File: config.mk
export PLATFORM = sky130hd
export DESIGN_NAME = mc_control_unit
export DESIGN_NICKNAME = d
export VERILOG_FILES = /design/src/rtl/mc_control_unit.sv
export SDC_FILE = /design/constraint.sdc
export NUM_CORES = 1
export LEC_CHECK = 0
export BUFFER_PORTS_ARGS = -buffer_cell sky130_fd_sc_hd__buf_2
export CAP_MARGIN = 10
export CORE_AREA = 2 2 55 57
export CTS_CLUSTER_DIAMETER = 60
export DETAILED_ROUTE_END_ITERATION = 6
export DIE_AREA = 0 0 57 59
export PLACE_DENSITY = 0.63
export SYNTH_ARGS = -nofsm -noshare
export SYNTH_HDL_FRONTEND = slang
export SYNTH_SLANG_ARGS = --single-unit
File: constraint.sdc
create_clock -name clk -period 2.52 [get_ports clk]
set_clock_uncertainty 0.15 [all_clocks]
set_input_delay 0.504 -clock clk [delete_from_list [all_inputs] [get_ports clk]]
set_output_delay 0.504 -clock clk [all_outputs]
set_load 0.01 [all_outputs]
File: src/rtl/mc_control_unit.sv
// Multi-cycle MIPS-style control FSM: Moore decode of control signals per state,
// with a bounded wait on mem_ready in FETCH, MEMRD and MEMWR that faults to a sticky ERR.
module mc_control_unit #(
   parameter int MEM_HANDSHAKE = 1,
   parameter int WAIT_MAX      = 15
) (
   input  logic       clk,
   input  logic       rst_n,
   input  logic [5:0] Op,
   input  logic       mem_ready,
   output logic       PCWr,
   output logic       PCWrCond,
   output logic       IorD,
   output logic       MemRd,
   output logic       MemWr,
   output logic       IRWr,
   output logic       ALUSrcA,
   output logic       RegWr,
   output logic       BrNe,
   output logic [1:0] PCSrc,
   output logic [1:0] ALUSrcB,
   output logic [1:0] RegDst,
   output logic [1:0] MemtoReg,
   output logic [2:0] ALUOp,
   output logic       Err,
   output logic [3:0] State
);

   typedef enum logic [3:0] {
      S_FETCH  = 4'd0,
      S_DECODE = 4'd1,
      S_MEMADR = 4'd2,
      S_MEMRD  = 4'd3,
      S_MEMWB  = 4'd4,
      S_MEMWR  = 4'd5,
      S_RTEX   = 4'd6,
      S_RTWB   = 4'd7,
      S_BR     = 4'd8,
      S_JMP    = 4'd9,
      S_JAL    = 4'd10,
      S_IEX    = 4'd11,
      S_IWB    = 4'd12,
      S_ERR    = 4'd13
   } state_t;

   localparam int            CW         = (WAIT_MAX < 1) ? 1 : $clog2(WAIT_MAX + 1);
   localparam logic [CW-1:0] WAIT_MAX_C = CW'(WAIT_MAX);

   state_t        state_q, state_d;
   logic [CW-1:0] cnt_q, cnt_d;
   logic          rdy;
   logic          in_wait;
   logic          timeout;

   // Without the handshake, memory is assumed single-cycle, so the counter never moves.
   assign rdy     = (MEM_HANDSHAKE != 0) ? mem_ready : 1'b1;
   assign in_wait = (state_q == S_FETCH) || (state_q == S_MEMRD) || (state_q == S_MEMWR);
   assign timeout = (cnt_q == WAIT_MAX_C) && !rdy;

   always_ff @(posedge clk or negedge rst_n) begin
      if (!rst_n) begin
         state_q <= S_FETCH;
         cnt_q   <= '0;
      end else begin
         state_q <= state_d;
         cnt_q   <= cnt_d;
      end
   end

   always_comb begin
      state_d  = state_q;
      PCWr     = 1'b0;
      PCWrCond = 1'b0;
      IorD     = 1'b0;
      MemRd    = 1'b0;
      MemWr    = 1'b0;
      IRWr     = 1'b0;
      ALUSrcA  = 1'b0;
      RegWr    = 1'b0;
      BrNe     = 1'b0;
      PCSrc    = 2'b00;
      ALUSrcB  = 2'b00;
      RegDst   = 2'b00;
      MemtoReg = 2'b00;
      ALUOp    = 3'b000;
      case (state_q)
         S_FETCH: begin
            MemRd   = 1'b1;
            ALUSrcB = 2'b01;
            IRWr    = rdy;
            PCWr    = rdy;
            if (rdy)          state_d = S_DECODE;
            else if (timeout) state_d = S_ERR;
         end
         S_DECODE: begin
            ALUSrcB = 2'b11;
            case (Op)
               6'b100011, 6'b101011: state_d = S_MEMADR;
               6'b000000:            state_d = S_RTEX;
               6'b000100, 6'b000101: state_d = S_BR;
               6'b000010:            state_d = S_JMP;
               6'b000011:            state_d = S_JAL;
               6'b001000, 6'b001100, 6'b001101,
               6'b001110, 6'b001111: state_d = S_IEX;
               default:              state_d = S_ERR;
            endcase
         end
         S_MEMADR: begin
            ALUSrcA = 1'b1;
            ALUSrcB = 2'b10;
            state_d = (Op == 6'b100011) ? S_MEMRD : S_MEMWR;
         end
         S_MEMRD: begin
            MemRd = 1'b1;
            IorD  = 1'b1;
            if (rdy)          state_d = S_MEMWB;
            else if (timeout) state_d = S_ERR;
         end
         S_MEMWB: begin
            RegWr    = 1'b1;
            MemtoReg = 2'b01;
            state_d  = S_FETCH;
         end
         S_MEMWR: begin
            MemWr = 1'b1;
            IorD  = 1'b1;
            if (rdy)          state_d = S_FETCH;
            else if (timeout) state_d = S_ERR;
         end
         S_RTEX: begin
            ALUSrcA = 1'b1;
            ALUOp   = 3'b010;
            state_d = S_RTWB;
         end
         S_RTWB: begin
            RegWr   = 1'b1;
            RegDst  = 2'b01;
            state_d = S_FETCH;
         end
         S_BR: begin
            ALUSrcA  = 1'b1;
            ALUOp    = 3'b001;
            PCWrCond = 1'b1;
            PCSrc    = 2'b01;
            BrNe     = Op[0];
            state_d  = S_FETCH;
         end
         S_JMP: begin
            PCWr    = 1'b1;
            PCSrc   = 2'b10;
            state_d = S_FETCH;
         end
         S_JAL: begin
            PCWr     = 1'b1;
            PCSrc    = 2'b10;
            RegWr    = 1'b1;
            RegDst   = 2'b10;
            MemtoReg = 2'b10;
            state_d  = S_FETCH;
         end
         S_IEX: begin
            ALUSrcA = 1'b1;
            ALUSrcB = 2'b10;
            case (Op)
               6'b001100: ALUOp = 3'b011;
               6'b001101: ALUOp = 3'b100;
               6'b001110: ALUOp = 3'b101;
               6'b001111: ALUOp = 3'b110;
               default:   ALUOp = 3'b000;
            endcase
            state_d = S_IWB;
         end
         S_IWB: begin
            RegWr   = 1'b1;
            state_d = S_FETCH;
         end
         S_ERR:   state_d = S_ERR;
         default: state_d = S_ERR;
      endcase
   end

   // Counter restarts on any state change and saturates at WAIT_MAX.
   always_comb begin
      cnt_d = cnt_q;
      if (state_d != state_q)
         cnt_d = '0;
      else if (in_wait && !rdy && (cnt_q != WAIT_MAX_C))
         cnt_d = cnt_q + 1'b1;
   end

   assign Err   = (state_q == S_ERR);
   assign State = state_q;

endmodule
==> reports/metrics.csv, run 1 <==
metric,value,unit
drv_slew,0,
worst_slew_pin_slew,0.429,ns
startpoint_type,register,
timing.final.crit_share,0.957,
clock.fmax,415,MHz
synth.avg_cell_area,7.40,um^2
dr.pass1.iters,4,
rr_worst_depth,4,
crit_fanout,12,
cp.arrival,1.76,ns
layout_min_cycle_time,2.41,ns
cts_tree,yes,
status,"complete, no violations",
place_inst,205,
clk_latency,0.25,ns
final_area,1270,um^2
yosys-top-cells-count,"nor2_1 (19), nand2_1 (11), dfrtp_1 (8), o21ai_0 (8), nor3_1 (7)",
r2r_end,cnt_q[1],
required,1.87,ns
grt_max_degree,19,
synthCells,145,
drcViolationCount,0,
yosys_warnings,0,
finalWirelength,3050,um
cts.clk_slew.worst_paths,0.05,ns
setup_tns,0,ns
core_area,2710,um^2
post-place-ws,0.0665,ns
nets,190,
dieArea,3360,um^2
synth_top_area_share,0.186,
start_util,0.396,
p_per_area,1000,nW/um^2
netlist_top_cells_area,"dfrtp_1 (19%), nor2_1 (6.6%), xor2_1 (4.1%)",
io_buffers,33,
rr_startpoint,State[2],
seq_area,203,um^2
synthesis.area,1070,um^2
grt.busiest_layer,met2,
gp_congestion,0.966,
met2_usage,0.299,
ctsRootBufferMaster,clkbuf_4,
power_leakage,0.612,nW
synth_top_cell_by_area,dfrtp_1,
crit_chain,"nand2b_1, a21oi_1, or2_2, buf_2",
async_flop_share,1.00,
synth_cell_types,51,
dpl.hpwl,2350,um
fill_cells,287,
placed_area,1240,um^2
cts_setup_buffers,0,
endpoint_kind,output port,
wl_per_cell,14.6,um
synth_nets,155,
ir_drop,0.507,mV
timing.hold.ws,0.466,ns
synth_flop_cell,dfrtp_1,
vias_per_cell,5.84,
maxCapViolCount,0,
rsz0062_at_grt,no,
h-tree-depth,1,
hp-class,input port to asynchronous set/reset pin,
core.rowCount,19,
antenna_found_initial,0,
worst-setup-path-type,register to output port,
die_x,57,um
setup_slack,0.108,ns
r2r_setup_slack,0.30,ns
grtUsageTotal,0.186,
grt_use_met3,0.0568,
overflow,0,
layout.cells.non_filler,209,
cp_slowest_cell,dfrtp_1,
grt_pass1_wl,5010,um
diodes,0,
clock_sinks,8,
slew_headroom,0.712,
io_pins,34,
ant_nets,0,
vias,1220,
areaGrowthSynthToFinish,18.8,%
synth-edff-count,0,
first_iter_violations,39,
drive_above_1_share,0.337,
synth-seq-cells,8,
setup_viol,0,
grtUsageMet1,0.241,
synth.most_common_cell,nor2_1,
first_global_vias,1132,
multi_input_area,753,um^2
hold_violations,0,
ys_seq_area_frac,0.186,
numCtsBuffers,3,
clockBufferDepth,2,
slowest_delay,0.61,ns
die_h,59,um
-- how the worst max path moves through the flow --
stage / start / endpoint / depth (start not counted)
finish: State[1] / PCWr / 4
global placement: Op[1] / cnt_q[3] / 6
floorplan: Op[1] / cnt_q[0] / 5
detailed placement: Op[1] / cnt_q[2] / 6
CTS: State[0] / PCWr / 5
global route: State[1] / PCWr / 4
-- flip-flops by register name, indices dropped and copies added, names as in the netlist --
signal  flops
State       4
cnt_q       4
-- cell type report --
cell class                 count  area share
multi-input combinational    119       0.591
clock buffer                   3      0.0177
sequential                     8       0.159
tap                           31      0.0304
timing repair buffer          42       0.184
inverter                       6      0.0177
-- cell families (layout without fill, tap and decap cells) --
| group | after synthesis | after routing | synth area share |
|---|---|---|---|
| fa+ha+maj | 1 | 1 | 0.0117 |
| compound gates | 38 | 38 | 0.263 |
| buf+inv | 18 | 51 | 0.112 |
| simple gates | 73 | 73 | 0.367 |
| flops | 8 | 8 | 0.186 |
| xor+xnor | 5 | 5 | 0.0408 |
| mux | 2 | 2 | 0.0186 |
-- cells in the final DEF, fill, tap and decap left out, types with 3 or more instances in the layout --
cell type	instances
buf_2	33
nor2_1	19
nand2_1	11
o21ai_0	8
buf_4	8
nor3_1	7
dfrtp_1	6
inv_1	5
xor2_1	5
nand3_1	5
o22ai_1	5
nor4_1	5
nand2b_1	3
or4_1	3
o211ai_1	3
nor2b_1	3
nand4_1	3
clkbuf_4	3
-- through the flow --
stage | utilization | total power [mW]
4_1_cts | 0.470 | 1.28
5_1_grt | 0.470 | 1.40
6_report | 0.470 | 1.28
3_5_place_dp | 0.458 | 1.17
3_3_place_gp | 0.458 | 1.17
2_1_floorplan | - | 0.928
-- per-layer routing --
metal	part of all wire	vias up
met2	0.46	50
met4	0.018	0
li1	-	613
met3	0.066	6
met5	0	-
met1	0.46	551
-- worst max-delay path, delay by kind of cell (launching register included) --
| kind | cells | cell delay, ns |
|---|---|---|
| AND/OR/NAND/NOR | 2 | 0.63 |
| flip-flops | 1 | 0.61 |
| AO/OA/AOI/OAI | 1 | 0.13 |
| buffers and inverters | 1 | 0.14 |
-- power breakdown --
part	switching (mW)	leakage (nW)	total [mW]	internal [mW]
Clock	0.0434	0.0138	0.0979	0.0545
Combinational	0.516	0.494	0.906	0.390
Sequential	0.114	0.104	0.276	0.162
Total	0.674	0.612	1.28	0.607
-- what timing repair did --
item,4_1_cts,5_1_grt
hold buffers,1,0
setup endpoints to repair,0,3
hold endpoints to repair,8,0
gates resized for setup,0,3
No activity file was read; power rests on OpenSTA's default activity.
==> inputs of run 2 (changes only) <==
clock period = 2.9 ns   (was 2.52 ns; I/O delays follow)
==> reports/metrics.csv, run 2 (same netlist as run 1, synthesis figures left out) <==
metric,value,unit,change
crit_chain,"inv_1, nand2_1, a21oi_1, or2_2, buf_2",,
wl_per_cell,14.5,um,-0.27%
die_x,57,um,unchanged
h-tree-depth,1,,unchanged
drive_above_1_share,0.292,,-0.0447
slowest_delay,0.70,ns,+0.09 ns
timing.hold.ws,0.471,ns,+0.00510 ns
cts.clk_slew.worst_paths,0.06,ns,about the same
gp_congestion,0.853,,-12%
io_pins,34,,unchanged
grtUsageTotal,0.175,,-0.0109
grt_max_degree,22,,+3
power_leakage,0.580,nW,-5.2%
p_per_area,882,nW/um^2,-12%
nets,183,,-3.7%
rr_startpoint,State[0],,
required,2.17,ns,+0.30 ns
crit_fanout,17,,+5
vias,1241,,+1.7%
cts_setup_buffers,0,,unchanged
hp-class,register to register,,
dr.pass1.iters,4,,unchanged
drv_slew,0,,unchanged
r2r_end,cnt_q[3],,
vias_per_cell,6.14,,+5.2%
min_to,cnt_q[0],,
power,1.08,mW,-16%
dieArea,3360,um^2,unchanged
dpl.hpwl,2240,um,-4.4%
hold_violations,0,,unchanged
setup_viol,0,,unchanged
fin_util,0.450,,-0.0203
clockBufferDepth,2,,unchanged
first_iter_violations,38,,-2.6%
clock_sinks,8,,unchanged
io_buffers,33,,unchanged
ctsRootBufferMaster,clkbuf_4,,
r2r_setup_slack,0.60,ns,+0.30 ns
areaGrowthSynthToFinish,13.6,%,
clock.fmax,378,MHz,
hp-start,cnt_q[0],,
worst-setup-path-type,register to output port,,
core_area,2710,um^2,unchanged
min_delay_path_depth,2,,
endpoint_kind,output port,,
cp.arrival,1.91,ns,+0.15 ns
maxCapViolCount,0,,unchanged
numCtsBuffers,3,,unchanged
rr_worst_depth,4,,unchanged
first_global_vias,1061,,-6.3%
slew_headroom,0.601,,-0.111
finalWirelength,2940,um,-3.6%
start_util,0.396,,unchanged
die_h,59,um,unchanged
setup_tns,0,ns,unchanged
final_common_cell,buf_2,,
cts_tree,yes,,
startpoint_type,register,,
status,"complete, no violations",,
timing.final.crit_share,0.912,,
drcViolationCount,0,,unchanged
core.rowCount,19,,unchanged
overflow,0,,unchanged
antenna_found_initial,0,,unchanged
rsz0062_at_grt,no,,
worst_slew_pin_slew,0.599,ns,+0.170 ns
diodes,0,,unchanged
clk_latency,0.25,ns,about the same
ir_drop,0.378,mV,-25%
ant_nets,0,,unchanged
cp_slowest_cell,dfrtp_1,,
layout_min_cycle_time,2.64,ns,
layout_common_cells,"buf_2 (33), nor2_1 (19), nand2_1 (11)",,
grt_pass1_wl,4670,um,-6.7%
==> run 2: cell count changes in the layout (fill, tap and decap cells not counted) <==
cell | previous run | this run
inv_1 | 5 | 6
dfrtp_2 | 2 | 0
buf_4 | 8 | 1
dfrtp_1 | 6 | 8
inv_2 | 1 | 0
==> run 2: stage by stage <==
stage	instances	worst slack (ns)	instance area, um^2
final	202	0.256	1220
after CTS	201	0.255	1210
after floorplan	145	0.663	1070
after detailed placement	198	0.294	1190
after global routing	202	0.124	1220
after global placement	198	0.383	1190
==> run 2: final cells by class <==
| cell class | instances | area [um^2] |
|---|---|---|
| Clock buffer | 3 | 22.5 |
| Fill cell | 310 | 1490 |
| Sequential cell | 8 | 200 |
| Multi-Input combinational cell | 119 | 753 |
| Inverter | 6 | 22.5 |
| Timing Repair Buffer | 35 | 183 |
| Tap cell | 31 | 38.8 |
==> run 2: report_power, final <==
| group | switching [mW] | internal (mW) | leakage (nW) |
|---|---|---|---|
| registers | 0.0944 | 0.138 | 0.107 |
| logic | 0.446 | 0.315 | 0.460 |
| clock network | 0.0357 | 0.0472 | 0.0138 |
| total | 0.576 | 0.500 | 0.580 |
==> run 2: worst max-delay path by stage <==
| stage | startpoint | end | slack, ns | depth (start not counted) |
|---|---|---|---|---|
| 2_1_floorplan | Op[1] | cnt_q[0] | 0.66 | 5 |
| 3_3_place_gp | Op[1] | cnt_q[0] | 0.38 | 6 |
| 3_5_place_dp | Op[1] | cnt_q[3] | 0.29 | 6 |
| 4_1_cts | State[0] | PCWr | 0.26 | 5 |
| 5_1_grt | State[0] | PCWr | 0.12 | 5 |
| 6_report | State[0] | PCWr | 0.26 | 5 |
==> run 2: critical path: cells and delay by family, from the launching register on <==
kind,cells,cell delay (ns)
AOI/OAI and AO/OA,1,0.11
buffers and inverters,2,0.32
DFF,1,0.70
and+or+nand+nor,2,0.53
==> run 2: per-layer routing <==
metal  share of wire  GRT usage
met2            0.46      0.266
met1            0.44      0.232
met3           0.078     0.0502
met4           0.024     0.0797
met5               0          0
==> run 2: repair_timing <==
item,CTS,global route
hold endpoints to repair,0,4
gates resized for setup,0,0
hold buffers,0,1
==> inputs of run 3 (changes only) <==
MAX_ROUTING_LAYER = met4   (was default)
==> reports/metrics.csv, run 3 (same netlist as run 1, synthesis figures left out) <==
metric,value,unit,change
p_sw,582,uW,+1.0%
first_iter_violations,47,,+24%
hp-class,input port to asynchronous set/reset pin,,
cts_hold_buf,0,,unchanged
drive_above_1_share,0.302,,+0.00993
vias,1248,,+0.56%
drcViolationCount,0,,unchanged
areaGrowthSynthToFinish,14.1,%,
worst_slew_pin_slew,0.601,ns,+0.00171 ns
power_leakage,0.587,nW,+1.0%
cts_resized,0,,unchanged
ant_nets,0,,unchanged
final_area,1220,um^2,+0.41%
gp_congestion,0.893,,+4.8%
seq_power_share,0.202,,-0.014
start_util,0.396,,unchanged
rr_worst_depth,4,,unchanged
h-tree-depth,1,,unchanged
required,2.17,ns,about the same
r2r_end,cnt_q[1],,
combPwrFrac,0.721,,+0.014
grt_pass1_wl,4750,um,+1.8%
wl_per_cell,14.7,um,+0.96%
drv_slew,0,,unchanged
clock.fmax,396,MHz,+4.6%
die_h,59,um,unchanged
hold_violations,0,,unchanged
setup_tns,0,ns,unchanged
core.rowCount,19,,unchanged
slew_headroom,0.599,,-0.00114
cp.arrival,1.80,ns,-0.11 ns
power_frac_clock,0.077,,about the same
p_per_area,892,nW/um^2,+1.2%
p_int,511,uW,+2.2%
fill_cells,307,,-0.97%
dr.pass1.iters,4,,unchanged
clk_latency,0.25,ns,about the same
placed_area,1200,um^2,+1.3%
ctsRootBufferMaster,clkbuf_4,,
antenna_found_initial,0,,unchanged
timing.final.crit_share,0.872,,-0.0401
setup_slack,0.372,ns,+0.116 ns
clockBufferDepth,2,,unchanged
worst-setup-path-type,register to output port,,
diodes,0,,unchanged
setup_viol,0,,unchanged
cts_tree,yes,,
maxCapViolCount,0,,unchanged
vias_per_cell,6.15,,about the same
status,"complete, no violations",,
endpoint_kind,output port,,
startpoint_type,register,,
crit_fanout,21,,+4
io_buffers,33,,unchanged
core_area,2710,um^2,unchanged
overflow,0,,unchanged
nets,184,,+0.55%
layout_common_cells,"buf_2 (33), nor2_1 (19), nand2_1 (11)",,
sw_frac_of_total,0.532,,-0.00299
numCtsBuffers,3,,unchanged
io_pins,34,,unchanged
clock_sinks,8,,unchanged
cts.clk_slew.worst_paths,0.05,ns,about the same
cts_setup_buffers,0,,unchanged
final_common_cell,buf_2,,
dpl.hpwl,2320,um,+3.4%
post-place-ws,0.322,ns,+0.0286 ns
dieArea,3360,um^2,unchanged
rsz0062_at_grt,no,,
first_global_vias,1064,,+0.28%
power,1.09,mW,+1.6%
ir_drop,0.447,mV,+18%
grt_max_degree,22,,unchanged
layout_min_cycle_time,2.53,ns,-0.116 ns
r2r_setup_slack,0.58,ns,-0.02 ns
rr_startpoint,State[3],,
grtUsageTotal,0.183,,+0.00795
finalWirelength,2980,um,+1.5%
die_x,57,um,unchanged
==> run 3: changes by cell type in the layout (fill, tap and decap cells not counted) <==
cell,delta
buf_4,+2
dlygate4sd3_1,-1
==> run 3: per-layer routing <==
metal / vias to the layer above / track usage / wire length (um)
met4: 0 / 0.0664 / 52
met5: - / - / 0
met1: 592 / 0.229 / 1330
li1: 598 / - / -
met2: 50 / 0.291 / 1420
met3: 8 / 0.0437 / 170
==> run 3: area by class of cell <==
type,count,area (um^2),share of cell area
inverters,6,22.5,0.0184
well taps,31,38.8,0.0317
clock buffers,3,22.5,0.0184
flip-flops and latches,8,200,0.163
multi-input cells,119,753,0.615
repair buffers,36,188,0.153
==> run 3: stage by stage <==
stage,hold WS [ns],util,cells
4_1_cts,0.000187,0.452,203
3_3_place_gp,0.276,0.444,200
2_1_floorplan,0.134,-,145
3_5_place_dp,0.282,0.444,200
5_1_grt,0.00708,0.452,203
6_report,0.00637,0.452,203
==> run 3: how the worst max path moves through the flow <==
| stage | cells past startpoint | end | from | slack [ns] |
|---|---|---|---|---|
| final | 5 | ALUOp[0] | State[3] | 0.37 |
| after global routing | 5 | ALUOp[0] | State[3] | 0.24 |
| after CTS | 5 | ALUOp[0] | State[3] | 0.38 |
| after detailed placement | 6 | cnt_q[2] | Op[1] | 0.32 |
| after global placement | 6 | cnt_q[3] | Op[1] | 0.38 |
| after floorplan | 5 | cnt_q[0] | Op[1] | 0.66 |
==> run 3: power by group through the flow <==
stage	Combinational [mW]	Clock, mW	Sequential (mW)
global route	0.866	0.0927	0.227
detailed placement	0.784	0	0.220
global placement	0.784	0	0.222
floorplan	0.633	0	0.174
CTS	0.787	0.0899	0.218
finish	0.788	0.0845	0.220
==> run 3: critical path: stages, from the launching register on <==
cell	delay, ns
dfrtp_1	0.72
nand2_1	0.25
nor2_1	0.14
nand3_1	0.10
o21ai_0	0.17
buf_2	0.15
